===== config.mk =====
export PLATFORM = sky130hd
export DESIGN_NAME = service_arbiter
export DESIGN_NICKNAME = d
export VERILOG_FILES = /design/src/rtl/svc_pkg.sv /design/src/rtl/push_debouncer.sv /design/src/rtl/service_arbiter.sv
export SDC_FILE = /design/constraint.sdc
export NUM_CORES = 1
export LEC_CHECK = 0
export ABC_CLOCK_PERIOD_IN_PS = 2500
export BUFFER_PORTS_ARGS = -buffer_cell sky130_fd_sc_hd__buf_4
export CAP_MARGIN = 20
export CELL_PAD_IN_SITES_DETAIL_PLACEMENT = 0
export CELL_PAD_IN_SITES_GLOBAL_PLACEMENT = 1
export CORE_MARGIN = 5
export CORE_UTILIZATION = 30
export CTS_CLUSTER_SIZE = 20
export DETAILED_ROUTE_END_ITERATION = 12
export PLACE_DENSITY_LB_ADDON = 0.1
export RECOVER_POWER = 50
export SKIP_LAST_GASP = 1
export SLEW_MARGIN = 40
export SYNTH_ARGS = -nofsm -noshare
export SYNTH_HDL_FRONTEND = slang
export SYNTH_HIERARCHICAL = 1
export SYNTH_SLANG_ARGS = --single-unit

===== constraint.sdc =====
create_clock -name clk -period 2.5 [get_ports clk]
set_clock_uncertainty 0.05 [all_clocks]
set_input_delay 0 -clock clk [delete_from_list [all_inputs] [get_ports clk]]
set_output_delay 0 -clock clk [all_outputs]
set_load 0.1 [all_outputs]

===== src/rtl/svc_pkg.sv =====
// Shared types and constants for the service arbiter slice.
package svc_pkg;

   typedef enum logic [1:0] {
      IDLE    = 2'd0,
      GRANT   = 2'd1,
      RELEASE = 2'd2
   } arb_state_t;

   localparam logic [3:0] SEG_BLANK       = 4'hF;
   localparam int         DEFAULT_NUM_SVC = 4;
   localparam int         SEG_SLICE_W     = 16;

endpackage


===== src/rtl/push_debouncer.sv =====
// Push button synchronizer, debouncer and rising-edge one-shot.
// A new level is accepted only after it has stayed unchanged for the full debounce window.
module push_debouncer #(
   parameter int DEBOUNCE_CYCLES = 1_000_000
) (
   input  logic clk,
   input  logic resetn,
   input  logic push_raw,
   output logic pulse
);

   localparam int CNT_W = (DEBOUNCE_CYCLES > 1) ? $clog2(DEBOUNCE_CYCLES) : 1;
   localparam logic [CNT_W-1:0] CNT_LAST = CNT_W'(DEBOUNCE_CYCLES - 1);

   logic [1:0]       sync_q;
   logic             push_sync;
   logic             sample_q;
   logic             stable_q;
   logic [CNT_W-1:0] cnt_q;

   assign push_sync = sync_q[1];

   // Any change of the synchronized level restarts the window; only an accepted 0->1 fires.
   always_ff @(posedge clk) begin
      if (!resetn) begin
         sync_q   <= '0;
         sample_q <= 1'b0;
         stable_q <= 1'b0;
         cnt_q    <= '0;
         pulse    <= 1'b0;
      end else begin
         sync_q <= {sync_q[0], push_raw};
         pulse  <= 1'b0;
         if (push_sync != sample_q) begin
            sample_q <= push_sync;
            cnt_q    <= '0;
         end else if (cnt_q != CNT_LAST) begin
            cnt_q <= cnt_q + 1'b1;
         end else if (stable_q != sample_q) begin
            stable_q <= sample_q;
            pulse    <= sample_q;
         end
      end
   end

endmodule


===== src/rtl/service_arbiter.sv =====
// Round-robin owner of the shared push button and 7-segment display among NUM_SVC services.
// Define ARB_TIMEOUT_EN to bound the wait for a service's finish and flag a sticky err on expiry.
module service_arbiter
   import svc_pkg::*;
#(
   parameter  int NUM_SVC         = DEFAULT_NUM_SVC,
   parameter  int DEBOUNCE_CYCLES = 1_000_000,
   parameter  int RELEASE_TIMEOUT = 10_000_000,
   localparam int ID_W            = (NUM_SVC > 1) ? $clog2(NUM_SVC) : 1
) (
   input  logic                           clk,
   input  logic                           resetn,
   input  logic [NUM_SVC-1:0]             spdt,
   input  logic                           push_raw,
   input  logic [NUM_SVC-1:0]             svc_finish,
   input  logic [NUM_SVC*SEG_SLICE_W-1:0] svc_seg,
   output logic [NUM_SVC-1:0]             grant,
   output logic [NUM_SVC-1:0]             svc_push,
   output logic [3:0]                     seg1,
   output logic [3:0]                     seg2,
   output logic [3:0]                     seg3,
   output logic [3:0]                     seg4,
   output logic [ID_W-1:0]                active_id,
   output logic                           busy,
   output logic                           err
);

   arb_state_t               state_q, state_d;
   logic [NUM_SVC-1:0]       spdt_meta_q, spdt_sync_q;
   logic [NUM_SVC-1:0]       grant_d;
   logic [ID_W-1:0]          id_d, last_ptr_q, last_ptr_d, cand;
   logic                     found;
   logic [SEG_SLICE_W-1:0]   seg_q;
   logic [SEG_SLICE_W-1:0]   seg_slices [NUM_SVC];
   logic                     push_pulse;

   function automatic int wrap_idx(input int v);
      return (v >= NUM_SVC) ? v - NUM_SVC : v;
   endfunction

   for (genvar i = 0; i < NUM_SVC; i++) begin : g_slices
      assign seg_slices[i] = svc_seg[i*SEG_SLICE_W +: SEG_SLICE_W];
   end

   push_debouncer #(.DEBOUNCE_CYCLES(DEBOUNCE_CYCLES)) u_push (
      .clk      (clk),
      .resetn   (resetn),
      .push_raw (push_raw),
      .pulse    (push_pulse)
   );

`ifdef ARB_TIMEOUT_EN
   localparam int TMO_W = $clog2(RELEASE_TIMEOUT + 1);
   localparam logic [TMO_W-1:0] TMO_LAST = TMO_W'(RELEASE_TIMEOUT - 1);

   logic [TMO_W-1:0] tmo_cnt_q;
   logic             err_q;

   // Counts consecutive RELEASE cycles without finish; err stays set until reset.
   always_ff @(posedge clk) begin
      if (!resetn) begin
         tmo_cnt_q <= '0;
         err_q     <= 1'b0;
      end else if (state_q == RELEASE && !svc_finish[active_id]) begin
         tmo_cnt_q <= tmo_cnt_q + 1'b1;
         if (tmo_cnt_q == TMO_LAST) err_q <= 1'b1;
      end else begin
         tmo_cnt_q <= '0;
      end
   end

   assign err = err_q;
`else
   logic unused_timeout;
   assign unused_timeout = (RELEASE_TIMEOUT != 0);
   assign err = 1'b0;
`endif

   // Round-robin search starts just after the last owner so every pending switch gets a turn.
   always_comb begin
      state_d    = state_q;
      grant_d    = grant;
      id_d       = active_id;
      last_ptr_d = last_ptr_q;
      found      = 1'b0;
      cand       = '0;
      case (state_q)
         IDLE: begin
            for (int i = 0; i < NUM_SVC; i++) begin
               cand = ID_W'(wrap_idx(int'(last_ptr_q) + 1 + i));
               if (!found && spdt_sync_q[cand]) begin
                  found       = 1'b1;
                  state_d     = GRANT;
                  grant_d     = '0;
                  grant_d[cand] = 1'b1;
                  id_d        = cand;
                  last_ptr_d  = cand;
               end
            end
         end
         GRANT: begin
            if (!spdt_sync_q[active_id]) state_d = RELEASE;
         end
         RELEASE: begin
            if (svc_finish[active_id]) begin
               state_d = IDLE;
               grant_d = '0;
            end
`ifdef ARB_TIMEOUT_EN
            else if (tmo_cnt_q == TMO_LAST) begin
               state_d = IDLE;
               grant_d = '0;
            end
`endif
         end
         default: begin
            state_d = IDLE;
            grant_d = '0;
         end
      endcase
   end

   always_ff @(posedge clk) begin
      if (!resetn) begin
         state_q     <= IDLE;
         grant       <= '0;
         active_id   <= '0;
         last_ptr_q  <= ID_W'(NUM_SVC - 1);
         spdt_meta_q <= '0;
         spdt_sync_q <= '0;
         seg_q       <= {4{SEG_BLANK}};
      end else begin
         spdt_meta_q <= spdt;
         spdt_sync_q <= spdt_meta_q;
         state_q     <= state_d;
         grant       <= grant_d;
         active_id   <= id_d;
         last_ptr_q  <= last_ptr_d;
         seg_q       <= (state_q == IDLE) ? {4{SEG_BLANK}} : seg_slices[active_id];
      end
   end

   assign svc_push = (push_pulse && state_q == GRANT) ? grant : '0;
   assign busy     = (state_q != IDLE);
   assign seg1     = seg_q[15:12];
   assign seg2     = seg_q[11:8];
   assign seg3     = seg_q[7:4];
   assign seg4     = seg_q[3:0];

endmodule


# After elaboration in Yosys (flattened, before gate mapping)

Index checks and enable logic that the tools add are counted.

Bits in registers: 59
Output and inout bits: 28
Word-level logic and storage cells: 121

Add/sub/neg operators: 9
Magnitude comparators: 14
Equal/unequal tests: 8
Muxes and demuxes: 51
Bitwise gates (word level): 6
Reductions and logical operators: 21

Operators by type and width:

| kind                                                                                 | count |
|---|---|
| 16-bit binary-select mux with 2-bit select                                           | 1 |
| 16-bit 2-to-1 mux                                                                    | 2 |
| 2-bit 2-to-1 mux                                                                     | 14 |
| 4-bit 2-to-1 mux                                                                     | 6 |
| 20-bit by 1-bit adder with 20-bit output (second input constant)                     | 1 |
| 20-bit != test (second input constant)                                               | 1 |
| 1-bit 2-to-1 mux                                                                     | 16 |
| 2-bit by 3-bit less-than comparator with 1-bit output (second input constant)        | 5 |
| 1-bit binary-select mux with 2-bit select                                            | 6 |
| 4-bit by 3-bit greater-or-equal comparator with 1-bit output (second input constant) | 3 |
| 4-bit case mux with 3 select lines                                                   | 1 |
| 3-bit AND reduction                                                                  | 3 |
| 3-bit by 2-bit adder with 4-bit output (second input constant)                       | 2 |
| 1-bit demux with 2-bit select                                                        | 4 |
| 2-bit by 1-bit greater-or-equal comparator with 1-bit output (second input constant) | 4 |
| 1-bit logical AND                                                                    | 8 |
| 2-bit by 1-bit subtractor with 2-bit output (second input constant)                  | 4 |
| 3-bit greater-or-equal comparator (second input constant)                            | 2 |
| 2-bit case mux with 3 select lines                                                   | 1 |
| 5-bit != test (second input constant)                                                | 1 |
| 1-bit inverter                                                                       | 5 |
| 3-bit by 1-bit adder with 4-bit output (second input constant)                       | 1 |
| 2-bit != test (second input constant)                                                | 2 |
| 4-bit nonzero test                                                                   | 1 |
| 11 further kinds                                                                     | 15 |

# Depth between registers and ports, before layout

Word-level depth: 19
Mapped depth: 10
Depth with buffers taken out: 7

# Cells and area by module

The synthesis kept the hierarchy.

Modules (own cells, without submodules):

| module          | instances | cells an instance | area each (µm²) |
|---|---|---|---|
| service_arbiter | 1         | 228               | 2262.2 |
| push_debouncer  | 1         | 130               | 1116.1 |

# Worst setup path after synthesis

Ideal clock, no wire load.

Path kind: flip-flop to flip-flop
Start point: reg last_ptr_q[0]
End point: reg last_ptr_q[0]
Setup time: 0.069 ns
Data arrival time: 2.586 ns
Required time: 2.381 ns
Path slack: -0.205 ns
Cell stages (with the launch flop): 11
Clock period less this slack: 2.705 ns
Path through: dfxtp_1 > buf_6 > buf_2 > clkinv_1 > ha_1 > buf_2 > or4_1 > a211oi_1 > nor3_1 > and4_1 > o21ai_1

Word-level cells in the longest chain between the ends: 19
Elaborated cells on any way between the ends: 42
Classes of those cells: 8 x add/sub; 4 x order compare; 22 x mux; 8 x reduce/logical

RTL lines:

| element                                                                         | RTL line               | source |
|---|---|---|
| start: declaration                                                              | service_arbiter.sv:31  | `logic [ID_W-1:0] id_d, last_ptr_q, last_ptr_d, cand;` |
| start signal: assignment                                                        | service_arbiter.sv:128 | `last_ptr_q <= ID_W'(NUM_SVC - 1);` |
| start signal: assignment                                                        | service_arbiter.sv:138 | `last_ptr_q <= last_ptr_d;` |
| 2-bit by 1-bit adder with 3-bit output (*)                                      | service_arbiter.sv:90  | `cand = ID_W'(wrap_idx(int'(last_ptr_q) + 1 + i));` |
| branches (longest 18 deep; another with 3-bit by 1-bit adder with 4-bit output) | -                      |  |

Mark *: on every way between the ends. The select of a mux whose other input is x is not followed.
A chain may end at the register's enable or synchronous reset.

# Final worst setup path

Same ends and word-level chain as after synthesis.

==> results.py <==
metrics = {
    "cts": {
        "cts_tree": "yes",
        "clock-sinks": 59,
        "clockBufferDepth": 2,
        "ctsHtreeMaxLevel": 3,
        "cts-buffers-inserted": 9,
        "clk_latency_ps": 320,
        "cts_root_buf": "clkbuf_16",
        "post_cts_buffers": 0,
        "cts.clk_slew.worst_paths_ps": 50,
    },
    "cells_and_area": {
        "finalNetCount": 545,
        "final_common_cell": "buf_4",
        "diodes": 0,
        "drive_gt1_share_pct": 31.1,
        "layout_common_cells": "buf_4 (91), dfxtp_1 (57), clkbuf_1 (25), nor2_1 (23)",
        "syn_to_final_growth_pct": 35.9,
    },
    "grt": {
        "antenna_found_initial": 0,
        "grt_use_total_pct": 15.1,
        "grt_use_met1_pct": 18.5,
        "grtUsageMet2_pct": 26.0,
        "met3_usage_pct": 4.15,
        "grt_max_degree": 21,
        "grt_pass1_wl_um": 15900,
        "grt_pass1_vias": 3076,
        "grt.busiest_layer": "met2",
        "grt-ovfl-total": 0,
    },
    "logic_synthesis": {
        "synth_fp_nets": 438,
        "ys_seq_elements": 59,
        "async_flop_share_pct": 0,
        "synth_edf_count": 0,
        "avgSynthCellArea_um2": 9.44,
        "yosysWarnings": 6,
        "synth.distinct_cells": 62,
        "synth_cells": 358,
        "syn_area_mm2": 0.00338,
        "seq_area_frac_synth_pct": 35.0,
        "synth_top_flop_cell": "dfxtp_1",
    },
    "critical_path": {
        "cp_data_required_time_ps": 2610,
        "crit_fanout": 7,
        "path_cells": "clkinv_2 > ha_1 > or4_1 > a211oi_2 > nor3_2 > a31oi_1 > o21ai_1",
        "critPathTopFamily": "simple AND/OR/NAND/NOR gates",
        "worst-path-buf-inv": 1,
        "slowest_delay_ps": 600,
        "crit_path_top_delay_cell": "or4_1",
        "end_kind": "flip-flop",
        "cp-start-kind": "flip-flop",
        "worstSetupPathType": "reg -> reg",
        "critPathArrivalTime_ps": 2450,
    },
    "placed_design": {
        "hpwl_um": 7540,
        "place.gp.congestion": 0.791,
        "port_buffers": 101,
    },
    "power": {
        "p_per_area_mw_per_mm2": 971,
        "ir_drop_mv": 0.411,
        "p_leak_nw": 1.73,
    },
    "detailed_routing": {
        "wl_per_cell_um": 16.4,
        "wl_um": 10000,
        "drt_iter0_drc": 163,
        "drcViolationCount": 0,
        "num_vias": 3177,
        "viasPerCell": 5.22,
        "ant_nets": 0,
        "dr.pass1.iters": 4,
    },
    "hold_path": {
        "hold_class": "in -> reg",
    },
    "floorplanning": {
        "rows": 38,
        "dieArea_mm2": 0.0135,
        "die_x_um": 116,
        "initial_core_util_pct": 30.9,
        "dieHeight_um": 116,
        "coreArea_mm2": 0.0109,
        "io_pins": 103,
    },
    "timing": {
        "hold_slack_ps": 15.3,
        "slew_violations": 0,
        "fmax_mhz": 427,
        "relSlewSlack_pct": 15.9,
        "hold_viol_final": 0,
        "finalCritPeriodShare_pct": 93.6,
        "worstMarginPinSlew_ps": 1270,
        "finalSetupViolCount": 0,
        "tns_ps": 0,
        "period_needed_ps": 2340,
        "rsz0062_at_grt": "false",
    },
    "run_status": {
        "status": "completed",
    },
    "flow_run": {
        "cap_violations": 0,
    },
}
==> sequential cells by signal, summed over array words and instances, names as in the netlist <==
| register | count |
|---|---|
| active_id | 2 |
| u_push/sync_q | 2 |
| u_push/pulse | 1 |
| last_ptr_q | 2 |
| u_push/cnt_q | 20 |
| spdt_meta_q | 4 |
| spdt_sync_q | 4 |
| u_push/stable_q | 1 |
| u_push/sample_q | 1 |
| grant | 4 |
| state_q | 2 |
| seg_q | 16 |
==> worst min-delay path: cells and delay by family <==
kind          cells  cell delay, ps
mux               1             200
simple gates      1              80
buf+inv           1              70
==> path summary, 6_finish.rpt <==
check / slack (ps) / to / startpoint / depth (start not counted)
hold reg to reg: 380 / spdt_sync_q[3]$_SDFF_PN0_ / spdt_meta_q[3]$_SDFF_PN0_ / 1
hold / removal: 20 / seg_q[4]$_SDFF_PP1_ / svc_seg[4] / 3
setup / recovery: 160 / last_ptr_q[0]$_SDFFE_PN1P_ / last_ptr_q[0]$_SDFFE_PN1P_ / 7
setup reg to reg: 160 / last_ptr_q[0]$_SDFFE_PN1P_ / last_ptr_q[0]$_SDFFE_PN1P_ / 7
==> cell families (layout without fill, tap and decap cells) <==
group	Yosys count	in the layout	share of synthesized area, %
other	1	1	0.111
xor gates and xnor gates	8	8	2.07
DFF	59	59	35.0
muxes	34	34	17.7
buffers and inverters	35	146	4.59
AOI/OAI and AO/OA	72	72	14.7
adders and majority gates	5	5	1.85
and+or+nand+nor	144	144	23.9
==> cells in the mapped netlist, types with 4 or more instances <==
cell / instances / area share [%]
buf_2: 10 / 1.5
xnor2_1: 7 / 1.8
inv_1: 8 / 0.89
a211oi_1: 4 / 0.89
o21ai_0: 12 / 1.8
or4_1: 7 / 1.6
dfxtp_1: 59 / 35
nand3_1: 12 / 1.8
mux4_2: 20 / 13
a21oi_1: 18 / 2.7
nor3_1: 8 / 1.2
and2_1: 13 / 2.4
mux2i_1: 10 / 3.0
a32o_1: 4 / 1.2
o31ai_1: 4 / 0.89
nand2_1: 16 / 1.8
nand2b_1: 7 / 1.3
clkbuf_1: 14 / 1.6
nor2_1: 24 / 2.7
nor4_1: 6 / 1.1
nand4_1: 6 / 1.1
and3_1: 7 / 1.3
a31oi_1: 5 / 0.93
or3_1: 20 / 3.7
ha_1: 5 / 1.9
==> stage by stage <==
step | power (mW) | utilization [%] | cells | setup WS (ps) | area, µm²
floorplan | 2.83 | - | 358 | 0.968 | 3390
global placement | 3.39 | 39.5 | 588 | 105 | 4320
detailed placement | 3.38 | 39.5 | 588 | 53.7 | 4320
CTS | 4.58 | 42.7 | 609 | 32.2 | 4660
global route | 4.70 | 42.0 | 609 | 36.9 | 4590
finish | 4.46 | 42.0 | 609 | 161 | 4590
==> metal layers <==
metal,wire length [µm],share of wire (%),vias up
met1,4280,43,1525
met4,68,0.68,0
met3,477,4.8,5
li1,-,-,1568
met2,5180,52,79
met5,0,0,-
==> repair_timing <==
item	4_1_cts	5_1_grt
hold buffers	6	0
endpoints found under the hold margin	6	0
setup endpoints to repair	0	9
resized for setup	0	3
==> area by class of cell <==
| type | instances | area [µm²] |
|---|---|---|
| multi-input combinational | 264 | 2060 |
| clock inverter | 1 | 7.51 |
| inverter | 9 | 35.0 |
| sequential | 59 | 1180 |
| tap | 140 | 175 |
| fill | 1116 | 6340 |
| timing repair buffer | 122 | 855 |
| clock buffer | 14 | 274 |
==> power breakdown <==
| group | internal [mW] | switching (mW) | leakage (nW) |
|---|---|---|---|
| sequential | 1.07 | 0.0972 | 0.481 |
| clock | 0.746 | 0.413 | 0.135 |
| combinational | 0.683 | 1.45 | 1.12 |
(Power assumes the default switching activity.)
